===== config.mk =====
export PLATFORM = sky130hd
export DESIGN_NAME = repair_sb_arbiter
export DESIGN_NICKNAME = d
export VERILOG_FILES = /design/src/rtl/repair_sb_arbiter.sv
export SDC_FILE = /design/constraint.sdc
export NUM_CORES = 1
export LEC_CHECK = 0
export CAP_MARGIN = 30
export CORE_MARGIN = 3
export CORE_UTILIZATION = 40
export DETAILED_ROUTE_END_ITERATION = 10
export HOLD_SLACK_MARGIN = 0.08
export PLACE_DENSITY = 0.75
export SLEW_MARGIN = 40
export SYNTH_ARGS = -nofsm -noshare
export SYNTH_HDL_FRONTEND = slang
export SYNTH_SLANG_ARGS = --single-unit
export TNS_END_PERCENT = 20

===== constraint.sdc =====
create_clock -name clk -period 2.5 [get_ports clk]
set_input_delay 0.25 -clock clk [delete_from_list [all_inputs] [get_ports clk]]
set_output_delay 0.25 -clock clk [all_outputs]
set_load 0.03 [all_outputs]

===== src/rtl/repair_sb_arbiter.sv =====
// -----------------------------------------------------------------------------
// repair_sb_arbiter
//
// Shares the single MBTRAIN.REPAIR sideband transmit port between the repair
// TX and repair RX sub-state machines. One requester is granted at a time,
// chosen round-robin when both request. Its message and encoding are
// registered onto the sideband with a one-cycle o_valid pulse. The grant is
// held until the sideband signals completion (busy falling edge), and the
// owner is then acknowledged with a done pulse. If the sideband never
// completes, the arbiter flags a sticky timeout and returns to IDLE.
//
// Ports
//   clk                             clock
//   rst_n                           synchronous active-low reset
//   i_en                            block enable; low acts as a synchronous soft reset
//   i_tx_valid / i_tx_message /
//   i_tx_lanes_encoding             repair TX request, held until o_tx_done
//   i_rx_valid / i_rx_message       repair RX request, held until o_rx_done
//   i_busy                          sideband TX busy; blocks new grants
//   i_falling_edge_busy             1-cycle pulse: sideband finished current message
//   o_valid                         1-cycle pulse: message/encoding valid to sideband
//   o_sideband_message              registered granted message
//   o_sideband_data_lanes_encoding  registered encoding (0 when RX granted)
//   o_tx_done / o_rx_done           1-cycle completion pulses
//   o_timeout                       sticky: WAIT exceeded HOLD_TIMEOUT cycles
// -----------------------------------------------------------------------------
module repair_sb_arbiter #(
  parameter int MSG_W        = 4,
  parameter int ENC_W        = 3,
  parameter int HOLD_TIMEOUT = 1024
) (
  input  logic             clk,
  input  logic             rst_n,
  input  logic             i_en,
  input  logic             i_tx_valid,
  input  logic [MSG_W-1:0] i_tx_message,
  input  logic [ENC_W-1:0] i_tx_lanes_encoding,
  input  logic             i_rx_valid,
  input  logic [MSG_W-1:0] i_rx_message,
  input  logic             i_busy,
  input  logic             i_falling_edge_busy,
  output logic             o_valid,
  output logic [MSG_W-1:0] o_sideband_message,
  output logic [ENC_W-1:0] o_sideband_data_lanes_encoding,
  output logic             o_tx_done,
  output logic             o_rx_done,
  output logic             o_timeout
);

  localparam int CNT_W = (HOLD_TIMEOUT > 1) ? $clog2(HOLD_TIMEOUT) : 1;
  localparam logic [CNT_W-1:0] CNT_LIMIT = CNT_W'(HOLD_TIMEOUT - 1);

  // Requester identity, used for both the round-robin pointer and the grant.
  localparam logic REQ_TX = 1'b0;
  localparam logic REQ_RX = 1'b1;

  typedef enum logic [1:0] {
    ST_IDLE  = 2'd0,
    ST_ISSUE = 2'd1,
    ST_WAIT  = 2'd2
  } state_t;

  state_t             state_r,   state_s;
  logic               ptr_r,     ptr_s;
  logic               grant_r,   grant_s;
  logic [CNT_W-1:0]   cnt_r,     cnt_s;
  logic               valid_r,   valid_s;
  logic [MSG_W-1:0]   msg_r,     msg_s;
  logic [ENC_W-1:0]   enc_r,     enc_s;
  logic               tx_done_r, tx_done_s;
  logic               rx_done_r, rx_done_s;
  logic               timeout_r, timeout_s;
  logic               pick_rx_s;

  // Requester selection: the pointer only matters when both are asking.
  always_comb begin
    pick_rx_s = REQ_TX;
    if (i_tx_valid && i_rx_valid) begin
      pick_rx_s = ptr_r;
    end else if (i_rx_valid) begin
      pick_rx_s = REQ_RX;
    end else begin
      pick_rx_s = REQ_TX;
    end
  end

  // Next-state and next-output logic; pulses default low every cycle.
  always_comb begin
    state_s   = state_r;
    ptr_s     = ptr_r;
    grant_s   = grant_r;
    cnt_s     = cnt_r;
    valid_s   = 1'b0;
    msg_s     = msg_r;
    enc_s     = enc_r;
    tx_done_s = 1'b0;
    rx_done_s = 1'b0;
    timeout_s = timeout_r;

    case (state_r)
      ST_IDLE: begin
        if (!i_busy && (i_tx_valid || i_rx_valid)) begin
          grant_s = pick_rx_s;
          valid_s = 1'b1;
          state_s = ST_ISSUE;
          if (pick_rx_s == REQ_RX) begin
            msg_s = i_rx_message;
            enc_s = '0;
          end else begin
            msg_s = i_tx_message;
            enc_s = i_tx_lanes_encoding;
          end
        end else begin
          state_s = ST_IDLE;
        end
      end

      // A busy falling edge seen here belongs to a previous message, so it
      // is deliberately not looked at.
      ST_ISSUE: begin
        state_s = ST_WAIT;
        cnt_s   = '0;
      end

      // Completion takes priority over the timeout limit in the same cycle.
      ST_WAIT: begin
        if (i_falling_edge_busy) begin
          tx_done_s = (grant_r == REQ_TX);
          rx_done_s = (grant_r == REQ_RX);
          ptr_s     = ~grant_r;
          state_s   = ST_IDLE;
        end else if (cnt_r == CNT_LIMIT) begin
          timeout_s = 1'b1;
          ptr_s     = ~grant_r;
          state_s   = ST_IDLE;
        end else begin
          cnt_s = cnt_r + CNT_W'(1);
        end
      end

      default: begin
        state_s = ST_IDLE;
      end
    endcase
  end

  // State and output registers; reset and disable clear everything alike.
  always_ff @(posedge clk) begin
    if (!rst_n || !i_en) begin
      state_r   <= ST_IDLE;
      ptr_r     <= REQ_TX;
      grant_r   <= REQ_TX;
      cnt_r     <= '0;
      valid_r   <= 1'b0;
      msg_r     <= '0;
      enc_r     <= '0;
      tx_done_r <= 1'b0;
      rx_done_r <= 1'b0;
      timeout_r <= 1'b0;
    end else begin
      state_r   <= state_s;
      ptr_r     <= ptr_s;
      grant_r   <= grant_s;
      cnt_r     <= cnt_s;
      valid_r   <= valid_s;
      msg_r     <= msg_s;
      enc_r     <= enc_s;
      tx_done_r <= tx_done_s;
      rx_done_r <= rx_done_s;
      timeout_r <= timeout_s;
    end
  end

  assign o_valid                        = valid_r;
  assign o_sideband_message             = msg_r;
  assign o_sideband_data_lanes_encoding = enc_r;
  assign o_tx_done                      = tx_done_r;
  assign o_rx_done                      = rx_done_r;
  assign o_timeout                      = timeout_r;

endmodule


==> results by group, run 1 <==
Detailed routing
  – Drt drc: 0
  – First-pass iteration count of the detailed router: 4
  – DR WL/cell: 13.9 um
  – Iter 0 DRT Violations: 38
  – Post-route ant nets: 0
  – Total Routed Length: 2610 um
  – Vias post-DR: 1,043
  – Via-to-Cell Ratio: 5.55

STA
  – Slew Limit Headroom: 52.4%
  – Clock Skew: 12.4 ps
  – RSZ-0062 raised after global routing: no
  – Hold Violations, Final: 0
  – Max Transition Viols Final: 0
  – Final Critical Period: 1850 ps
  – Setup-failing EPs final: 0
  – Final setup TNS: 0 ps
  – Slew @ Worst Pin: 710 ps
  – Period utilization: 74.1%
  – Fmax: 0.540 GHz

Worst setup path
  – Crit path max-delay family: compound AO/OA/AOI/OAI gates
  – FF-to-FF End: cnt_r[7]
  – CP arrival: 2100 ps
  – Buffer and inverter count on the worst path: 0
  – Register-to-Register Setup Slack: 650 ps
  – Worst reg2reg startpoint: cnt_r[0]
  – Crit start category: flip-flop
  – Worst Setup End Kind: flip-flop
  – Worst r2r path cells: 5
  – Worst-path cell chain: ha_1 > nand3_1 > o31ai_2 > nor4_1 > o21a_1
  – Worst Path Max Fanout: 7
  – CP Class: reg2reg
  – Slowest stage delay, CP: 620 ps
  – Worst endpoint required time: 2740 ps
  – Worst path slowest cell: o31ai_2

Clocking
  – # hold bufs at CTS: 0
  – CTS Buffer Depth: 2
  – Resize count post-CTS: 0
  – H-tree depth: 1
  – Post-CTS Setup Bufs: 0
  – Cts bufs inserted: 3
  – Clk sinks: 25
  – CTS tree: done
  – Root Buffer: clkbuf_4
  – Worst skew pair latency: 320 ps
  – Clock-pin slew on the worst setup and hold paths: 150 ps

Synthesis
  – Main synth FF type: dfxtp_1
  – Sequential share of the synthesized area: 44.4%
  – Post-synth EDFFs: 0
  – Post-Syn Area per Cell: 8.80 um2
  – Post-Syn Nets: 147
  – Post-Syn Instances: 128
  – Netlist cell types: 37
  – Yosys reg bits: 25
  – Async SR Flop Fraction: 0%
  – Synthesized cell area: 1130 um2
  – Synth warnings: 0

Power
  – Leakage: 0.517 nW
  – Total power draw: 0.000682 W
  – Peak VDD IR: 361 uV
  – Cell Pwr Density: 465 nW/um2

Run status
  – Status: completed

Layout
  – Commonest cells after routing, fill and taps aside: 28 x clkdlybuf4s50_1, 25 x dfxtp_1, 15 x nand2_1, 15 x nor2_1, 13 x nand3_1
  – Layout net count: 178
  – N_diodes: 0
  – Layout cells sized above 1: 8.23%
  – Most common cell after layout, fill and taps aside: clkdlybuf4s50_1
  – Area growth syn-to-layout: 30.3%

Floorplan
  – Row count: 18
  – Die H: 59.1 um
  – Die ar.: 3490 um2
  – Total core area: 2570 um2
  – Io pins: 29
  – Die Width: 59.1 um
  – Initial Util: 43.9%

Min path
  – Hold_sp: grant_r
  – Hold Crit Depth: 1
  – Hold Path Class: reg2reg
  – WHS Endpoint: o_tx_done

Placed design
  – GP Congestion: 0.749
  – Port Buf Inserts: 28
  – Post-DP HPWL: 1970 um

GRT
  – First-pass GRT wire length: 4520 um
  – Vias in the first global route: 1,105
  – Largest net degree at the start of global routing: 18
  – Initial antenna violation count: 0
  – Remaining global-route overflow: 0
  – Total global-route track usage: 16.6%

Flow run
  – Max_cap viols: 0
-- sequential cells by signal, indices dropped and copies added, names as in the netlist --
register / cells
cnt_r: 10
o_sideband_message: 4
o_sideband_data_lanes_encoding: 3
state_r: 2
grant_r: 1
o_rx_done: 1
o_timeout: 1
o_tx_done: 1
o_valid: 1
ptr_r: 1
-- how the worst max path moves through the flow --
stage,from,endpoint,slack [ps],depth (start not counted)
after floorplan,state_r[0],cnt_r[8],850,4
after global placement,i_falling_edge_busy,cnt_r[8],450,5
after detailed placement,i_falling_edge_busy,cnt_r[8],430,5
after CTS,cnt_r[0],cnt_r[7],650,5
after global routing,cnt_r[0],cnt_r[2],560,5
final,cnt_r[0],cnt_r[7],650,5
-- cells in the mapped netlist (all sizes together), types with 3 or more instances --
cell / count / area share [%]
nand3: 13 / 5.8
mux2i: 6 / 5.3
nand4: 4 / 2.2
a211oi: 4 / 2.7
clkbuf: 3 / 1.0
a21oi: 6 / 2.7
nor2: 15 / 5.0
nand2: 15 / 5.0
dfxtp: 25 / 44
o21ai: 4 / 1.8
-- through the flow --
step           util (%)  hold slack, ps  worst slack (ps)  instances  area (um2)
6_report           57.2             421               647        188        1470
3_5_place_dp       56.1             405               427        184        1440
3_3_place_gp       56.1             396               448        184        1440
5_1_grt            57.2             465               556        188        1470
4_1_cts            57.2             423               647        188        1470
2_1_floorplan         -             392               853        128        1130
-- metal layers --
metal  global-route usage (%)  wire (um)  vias to the layer above
met5                        0          0                        -
met4                     7.44         13                        0
met3                     4.58        194                        2
met2                     27.4       1240                       34
met1                     20.1       1160                      477
li1                         -          -                      530
-- where the power goes --
part | total (W) | switching [W] | internal, W | leakage [nW]
sequential | 0.000408 | 0.00000376 | 0.000405 | 0.202
clock | 0.000187 | 0.000127 | 0.0000599 | 0.0177
combinational | 0.0000865 | 0.0000419 | 0.0000445 | 0.297
total | 0.000682 | 0.000173 | 0.000509 | 0.517
-- worst register-to-register path: stages (launching register included) --
cell     delay [ps]
dfxtp_1         400
ha_1            200
nand3_1         240
o31ai_2         620
nor4_1          130
o21a_1          190
-- kinds of logic after synthesis --
group | after synthesis | share of synthesized area, %
DFF | 25 | 44.4
adders and majority gates | 1 | 1.11
xor gates and xnor gates | 2 | 1.56
AOI/OAI and AO/OA | 26 | 17.0
and+or+nand+nor | 62 | 27.9
buffers and inverters | 5 | 1.67
muxes | 7 | 6.33
-- final cells by class --
type	instances	area, um2
Tap cell	30	37.5
Timing Repair Buffer	29	288
Multi-Input combinational cell	98	607
Sequential cell	25	500
Inverter	2	7.51
Fill cell	242	1100
Clock inverter	1	5.00
Clock buffer	3	22.5
(Power assumes the default switching activity.)
==> inputs of run 2 (changes only) <==
--- a/config.mk
+++ b/config.mk
@@ -10,7 +10,7 @@
 export CORE_UTILIZATION = 40
 export DETAILED_ROUTE_END_ITERATION = 10
 export HOLD_SLACK_MARGIN = 0.08
-export PLACE_DENSITY = 0.75
+export PLACE_DENSITY = 0.77
 export SLEW_MARGIN = 40
 export SYNTH_ARGS = -nofsm -noshare
 export SYNTH_HDL_FRONTEND = slang
==> constraint.sdc (replaced) <==
create_clock -name clk -period 1.6 [get_ports clk]
set_input_delay 0.16 -clock clk [delete_from_list [all_inputs] [get_ports clk]]
set_output_delay 0.16 -clock clk [all_outputs]
set_load 0.03 [all_outputs]
==> run 2 against run 1 <==
Effect of this change: the run now ends with setup timing left; setup slack lost 670 ps; via count grew 5.5%; die area is the same; sequential cell count is the same; clock power grew 53%; cell count grew 9.6%; register-to-register slack lost 670 ps; sequential share of layout area shrank 3.3 points; hold slack lost 30 ps; largest cell class unchanged; highest routed layer unchanged.
==> results by group, run 2 (synthesis results as in run 1) <==
STA
  – Slew @ Worst Pin: 331 ps (-378 ps)
  – Hold Violations, Final: 0 (unchanged)
  – Final WS setup: -19.8 ps (-667 ps)
  – Max Transition Viols Final: 0 (unchanged)
  – Clock Skew: 6.23 ps (-6.13 ps)
  – Final Critical Period: 1620 ps (-233 ps)
  – Slew Limit Headroom: 77.8% (+25 points)
  – Period utilization: 101% (+27 points)
  – Setup-failing EPs final: 1 (+1)
  – Fmax: 0.617 GHz (+14%)
  – RSZ-0062 raised after global routing: yes

Clocking
  – Worst skew pair latency: 320 ps (about the same)
  – Clk sinks: 25 (unchanged)
  – H-tree depth: 1 (unchanged)
  – Cts bufs inserted: 3 (unchanged)
  – Clock-pin slew on the worst setup and hold paths: 140 ps (about the same)
  – Root Buffer: clkbuf_4
  – CTS tree: done
  – CTS Buffer Depth: 2 (unchanged)

Worst setup path
  – Crit start category: flip-flop
  – CP Class: reg2reg
  – Worst Path Max Fanout: 5 (-2)
  – Worst endpoint required time: 1810 ps (-930 ps)
  – Worst Setup End Kind: flip-flop
  – CP arrival: 1830 ps (-270 ps)

Layout
  – # fillers: 203 (-16%)
  – Area growth syn-to-layout: 45.9%
  – Layout cells sized above 1: 21.0% (+13 points)
  – Biggest register: cnt_r
  – Non-Filler Instances: 206 (+9.6%)
  – N_diodes: 0 (unchanged)
  – Commonest cells after routing, fill and taps aside: 27 x clkdlybuf4s50_1, 22 x dfxtp_1, 19 x buf_4, 15 x nand2_1, 15 x nor2_1
  – Max FFs per register: 10 (unchanged)
  – Core Util, Final: 64.0% (+6.8 points)
  – Multi-input gate area: 638 um2 (+5.2%)
  – Register area: 507 um2 (+1.2%)
  – Layout net count: 196 (+10%)
  – Most common cell after layout, fill and taps aside: clkdlybuf4s50_1

Detailed routing
  – Via-to-Cell Ratio: 5.34 (-3.8%)
  – First-pass iteration count of the detailed router: 4 (unchanged)
  – Vias post-DR: 1,100 (+5.5%)
  – DR WL/cell: 13.4 um (-3.4%)
  – Iter 0 DRT Violations: 60 (+58%)
  – Post-route ant nets: 0 (unchanged)
  – Total Routed Length: 2760 um (+5.8%)
  – Drt drc: 0 (unchanged)

GRT
  – First-pass GRT wire length: 4750 um (+5.2%)
  – Initial antenna violation count: 0 (unchanged)
  – Total global-route track usage: 17.6% (+0.93 points)
  – Largest net degree at the start of global routing: 15 (-3)
  – Vias in the first global route: 1,136 (+2.8%)
  – Remaining global-route overflow: 0 (unchanged)

Floorplan
  – Io pins: 29 (unchanged)
  – Total core area: 2570 um2 (unchanged)
  – Initial Util: 43.9% (unchanged)
  – Die Width: 59.1 um (unchanged)
  – Row count: 18 (unchanged)
  – Die ar.: 3490 um2 (unchanged)
  – Die H: 59.1 um (unchanged)

Placed design
  – Port Buf Inserts: 28 (unchanged)
  – GP Congestion: 0.787 (+5.1%)
  – Placed cell count: 201 (+9.2%)
  – Post-DP HPWL: 2110 um (+7.0%)

Run status
  – Status: finished with violations
  – Violated checks: setup timing

Flow run
  – Max_cap viols: 0 (unchanged)

Power
  – Leakage: 0.621 nW (+20%)
  – Cell Pwr Density: 657 nW/um2 (+41%)
  – Peak VDD IR: 658 uV (+82%)

Min path
  – Hold Path Class: in2reg
run 2: changes by cell type in the layout (fill, tap and decap cells not counted), sizes merged:
cell           delta
buf              +18
clkdlybuf4s50     -1
dlymetal6s2s      +1
run 2: metrics by stage:
stage / area (um2) / worst slack (ps) / hold slack, ps / total power, W / TNS, ps
2_1_floorplan: 1130 / 17.4 / 310 / 0.000717 / 0
3_5_place_dp: 1570 / -197 / 405 / 0.000807 / -364
6_report: 1640 / -19.8 / 392 / 0.00108 / -19.8
5_1_grt: 1640 / -70.6 / 416 / 0.00112 / -122
3_3_place_gp: 1570 / -189 / 398 / 0.000803 / -235
4_1_cts: 1610 / 3.53 / 382 / 0.00109 / 0
run 2: final timing paths:
path	from	end	slack [ps]	cells past startpoint
setup / recovery	cnt_r[6]	cnt_r[5]	-20	5
hold / removal	i_tx_lanes_encoding[0]	o_sideband_data_lanes_encoding[0]	390	3
setup reg to reg	cnt_r[6]	cnt_r[5]	-20	5
hold reg to reg	grant_r	o_tx_done	430	1
run 2: metal layers:
layer	GRT usage, %	vias to the layer above	part of all wire [%]
met5	0	-	0
met2	30.3	36	51
li1	-	561	-
met3	6.54	4	7.8
met4	7.12	0	0.83
met1	19.4	499	40
run 2: power breakdown:
| part | internal [W] | switching (W) | total (W) |
|---|---|---|---|
| Combinational | 0.0000846 | 0.0000715 | 0.000156 |
| Sequential | 0.000631 | 0.00000469 | 0.000635 |
| Clock | 0.0000938 | 0.000194 | 0.000287 |
run 2: worst max-delay path: stages, from the launching register on:
cell      delay, ps
dfxtp_1         450
nand4_1         300
o31a_1          400
buf_4           160
nand4_1          80
o311ai_1        110
run 2: final cells by class:
class / instances / share of cell area (%)
Clock inverter: 1 / 0.305
Inverter: 2 / 0.457
Tap cell: 30 / 2.28
Multi-Input combinational cell: 98 / 38.8
Sequential cell: 25 / 30.8
Timing Repair Buffer: 47 / 25.9
Clock buffer: 3 / 1.37
run 2: timing repair:
item	in CTS	in global routing
setup endpoints to repair	3	10
hold endpoints to repair	0	0
hold buffers	0	0
resized for setup	3	5
cloned	0	0
setup buffers	0	1
==> inputs of run 3 (changes only) <==
--- a/config.mk
+++ b/config.mk
@@ -6,11 +6,13 @@
 export NUM_CORES = 1
 export LEC_CHECK = 0
 export CAP_MARGIN = 30
+export CORE_ASPECT_RATIO = 1.2
 export CORE_MARGIN = 3
 export CORE_UTILIZATION = 40
 export DETAILED_ROUTE_END_ITERATION = 10
+export GPL_ROUTABILITY_DRIVEN = 0
 export HOLD_SLACK_MARGIN = 0.08
-export PLACE_DENSITY = 0.77
+export PLACE_DENSITY_LB_ADDON = 0.2
 export SLEW_MARGIN = 40
 export SYNTH_ARGS = -nofsm -noshare
 export SYNTH_HDL_FRONTEND = slang
==> run 3 against run 2 <==
Effect of this change: non-clock buffer count rose by 3; clock power is 6% lower; register-to-register slack gained 60 ps; cell count grew 2.9%; the flow now finishes without violations; final area rose by 2.7%; critical path type unchanged.
==> results by group, run 3 (synthesis results as in run 1) <==
GRT
  – Total global-route track usage: 18.0% (+0.40 points)
  – Remaining global-route overflow: 0 (unchanged)
  – Gr busiest metal: met2
  – Met2 usage: 30.7% (+0.40 points)
  – First-pass GRT wire length: 4800 um (+0.86%)
  – Largest net degree at the start of global routing: 14 (-1)
  – Vias in the first global route: 1,170 (+3.0%)
  – M1 GR Usage: 21.1% (+1.7 points)
  – Initial antenna violation count: 0 (unchanged)
  – Global-route met3 utilization: 5.59% (-0.94 points)

STA
  – Setup-failing EPs final: 0 (-1)
  – Hold Violations, Final: 0 (unchanged)
  – Max Transition Viols Final: 0 (unchanged)
  – Final Critical Period: 1560 ps (-57.7 ps)
  – Clock Skew: 7.86 ps (+1.63 ps)
  – Final WS setup: 37.9 ps (+57.7 ps)
  – Slew @ Worst Pin: 373 ps (+41.3 ps)
  – Slew Limit Headroom: 74.9% (-2.9 points)
  – Period utilization: 97.6% (-3.6 points)
  – Fmax: 0.640 GHz (+3.7%)

Clocking
  – Clk sinks: 25 (unchanged)
  – Clock-pin slew on the worst setup and hold paths: 130 ps (about the same)
  – Worst skew pair latency: 310 ps (about the same)
  – H-tree depth: 1 (unchanged)
  – CTS Buffer Depth: 2 (unchanged)
  – Root Buffer: clkbuf_4
  – Cts bufs inserted: 3 (unchanged)
  – CTS tree: done

Layout
  – Commonest cells after routing, fill and taps aside: 28 x clkdlybuf4s50_1, 21 x dfxtp_1, 21 x buf_4, 15 x nor2_1, 13 x nand2_1
  – Area growth syn-to-layout: 49.9%
  – Layout net count: 199 (+1.5%)
  – Core Util, Final: 64.9% (+0.87 points)
  – Max FFs per register: 10 (unchanged)
  – Most common cell after layout, fill and taps aside: clkdlybuf4s50_1
  – N_diodes: 0 (unchanged)
  – Post-route design area: 1690 um2 (+2.7%)
  – Layout cells sized above 1: 24.0% (+3.0 points)
  – Biggest register: cnt_r

Floorplan
  – Total core area: 2600 um2 (+1.4%)
  – Row count: 20 (+2)
  – Die Width: 54.4 um (-7.8%)
  – Die H: 64.1 um (+8.6%)
  – Initial Util: 43.3% (-0.59 points)
  – Io pins: 29 (unchanged)
  – Die ar.: 3490 um2 (about the same)

Worst setup path
  – Worst Path Max Fanout: 6 (+1)
  – CP Class: reg2reg
  – Worst reg2reg startpoint: cnt_r[1]
  – Worst Setup End Kind: flip-flop
  – CP arrival: 1810 ps (-20 ps)
  – Crit start category: flip-flop
  – CP startpoint: cnt_r[1]
  – Worst endpoint required time: 1850 ps (+40 ps)

Detailed routing
  – Drt drc: 0 (unchanged)
  – Total Routed Length: 2850 um (+3.4%)
  – Iter 0 DRT Violations: 29 (-52%)
  – Vias post-DR: 1,118 (+1.6%)
  – Post-route ant nets: 0 (unchanged)
  – DR WL/cell: 13.5 um (+0.52%)
  – First-pass iteration count of the detailed router: 4 (unchanged)
  – Via-to-Cell Ratio: 5.27 (-1.2%)

Power
  – Sequential share of power: 59.7% (+0.8 points)
  – Clk network pwr share: 25.4% (-1.2 points)
  – Switching share of power: 23.5% (-1.5 points)
  – Total power draw: 0.00106 W (-1.3%)
  – Gate power share: 14.9% (+0.4 points)
  – Net switching power: 0.000250 W (-7.1%)
  – Int Pwr: 0.000814 W (+0.65%)
  – Leakage: 0.623 nW (+0.31%)
  – Cell Pwr Density: 631 nW/um2 (-3.9%)
  – Peak VDD IR: 403 uV (-39%)

Placed design
  – Placed cell areas: 1610 um2 (+2.1%)
  – Port Buf Inserts: 28 (unchanged)
  – Setup WS pre-CTS: -225 ps (-27.9 ps)
  – Post-DP HPWL: 2130 um (+1.4%)

Flow run
  – Max_cap viols: 0 (unchanged)

Min path
  – Hold Path Class: in2reg
  – Hold_sp: i_tx_lanes_encoding[2]

Run status
  – Status: completed
run 3: cell types whose count changed in the layout (fill, tap and decap cells not counted), moves of 2 or more:
cell	delta
buf_4	+2
dfxtp_2	+2
nand2_1	-2
nand2_2	+2
run 3: per-stage QoR:
step           hold WS, ps  setup TNS [ps]  std cells
2_1_floorplan          310               0        128
3_3_place_gp           399            -292        208
3_5_place_dp           401            -488        208
4_1_cts                397               0        212
5_1_grt                388           -8.61        212
6_report               406               0        212
run 3: what timing repair did:
item / in CTS / in global routing
pin swaps: 1 / 4
resized for setup: 1 / 12
endpoints found under the setup margin: 5 / 10
hold buffers: 0 / 0
buffers inserted: 0 / 0
run 3: path summary, 6_finish.rpt:
check,slack (ps),cells past startpoint,end
worst max register to register,40,6,cnt_r[9]
worst min register to register,420,1,o_tx_done
worst min-delay path,410,3,o_sideband_data_lanes_encoding[2]
worst max-delay path,40,6,cnt_r[9]
run 3: per-layer routing:
| layer | share of wire, % | vias up |
|---|---|---|
| met5 | 0 | - |
| met4 | 0.60 | 0 |
| met3 | 7.0 | 2 |
| met2 | 51 | 30 |
| met1 | 42 | 515 |
| li1 | - | 571 |
run 3: power groups by stage:
stage	sequential, W	clock [W]	combinational (W)
detailed placement	0.000650	0	0.000157
floorplan	0.000666	0	0.0000513
global route	0.000638	0.000320	0.000173
global placement	0.000650	0	0.000154
CTS	0.000637	0.000287	0.000158
finish	0.000636	0.000271	0.000158
run 3: cell type report:
| type | count | area, um2 |
|---|---|---|
| fill | 233 | 915 |
| inverter | 2 | 7.51 |
| clock buffer | 4 | 26.3 |
| tap | 33 | 41.3 |
| sequential | 25 | 505 |
| timing repair buffer | 50 | 449 |
| multi-input combinational | 98 | 658 |
run 3: critical path: stages (launching register included):
cell,delay [ps]
dfxtp_2,380
ha_4,160
nand3_4,80
buf_6,140
o31a_1,400
nand4_1,160
mux2i_1,190
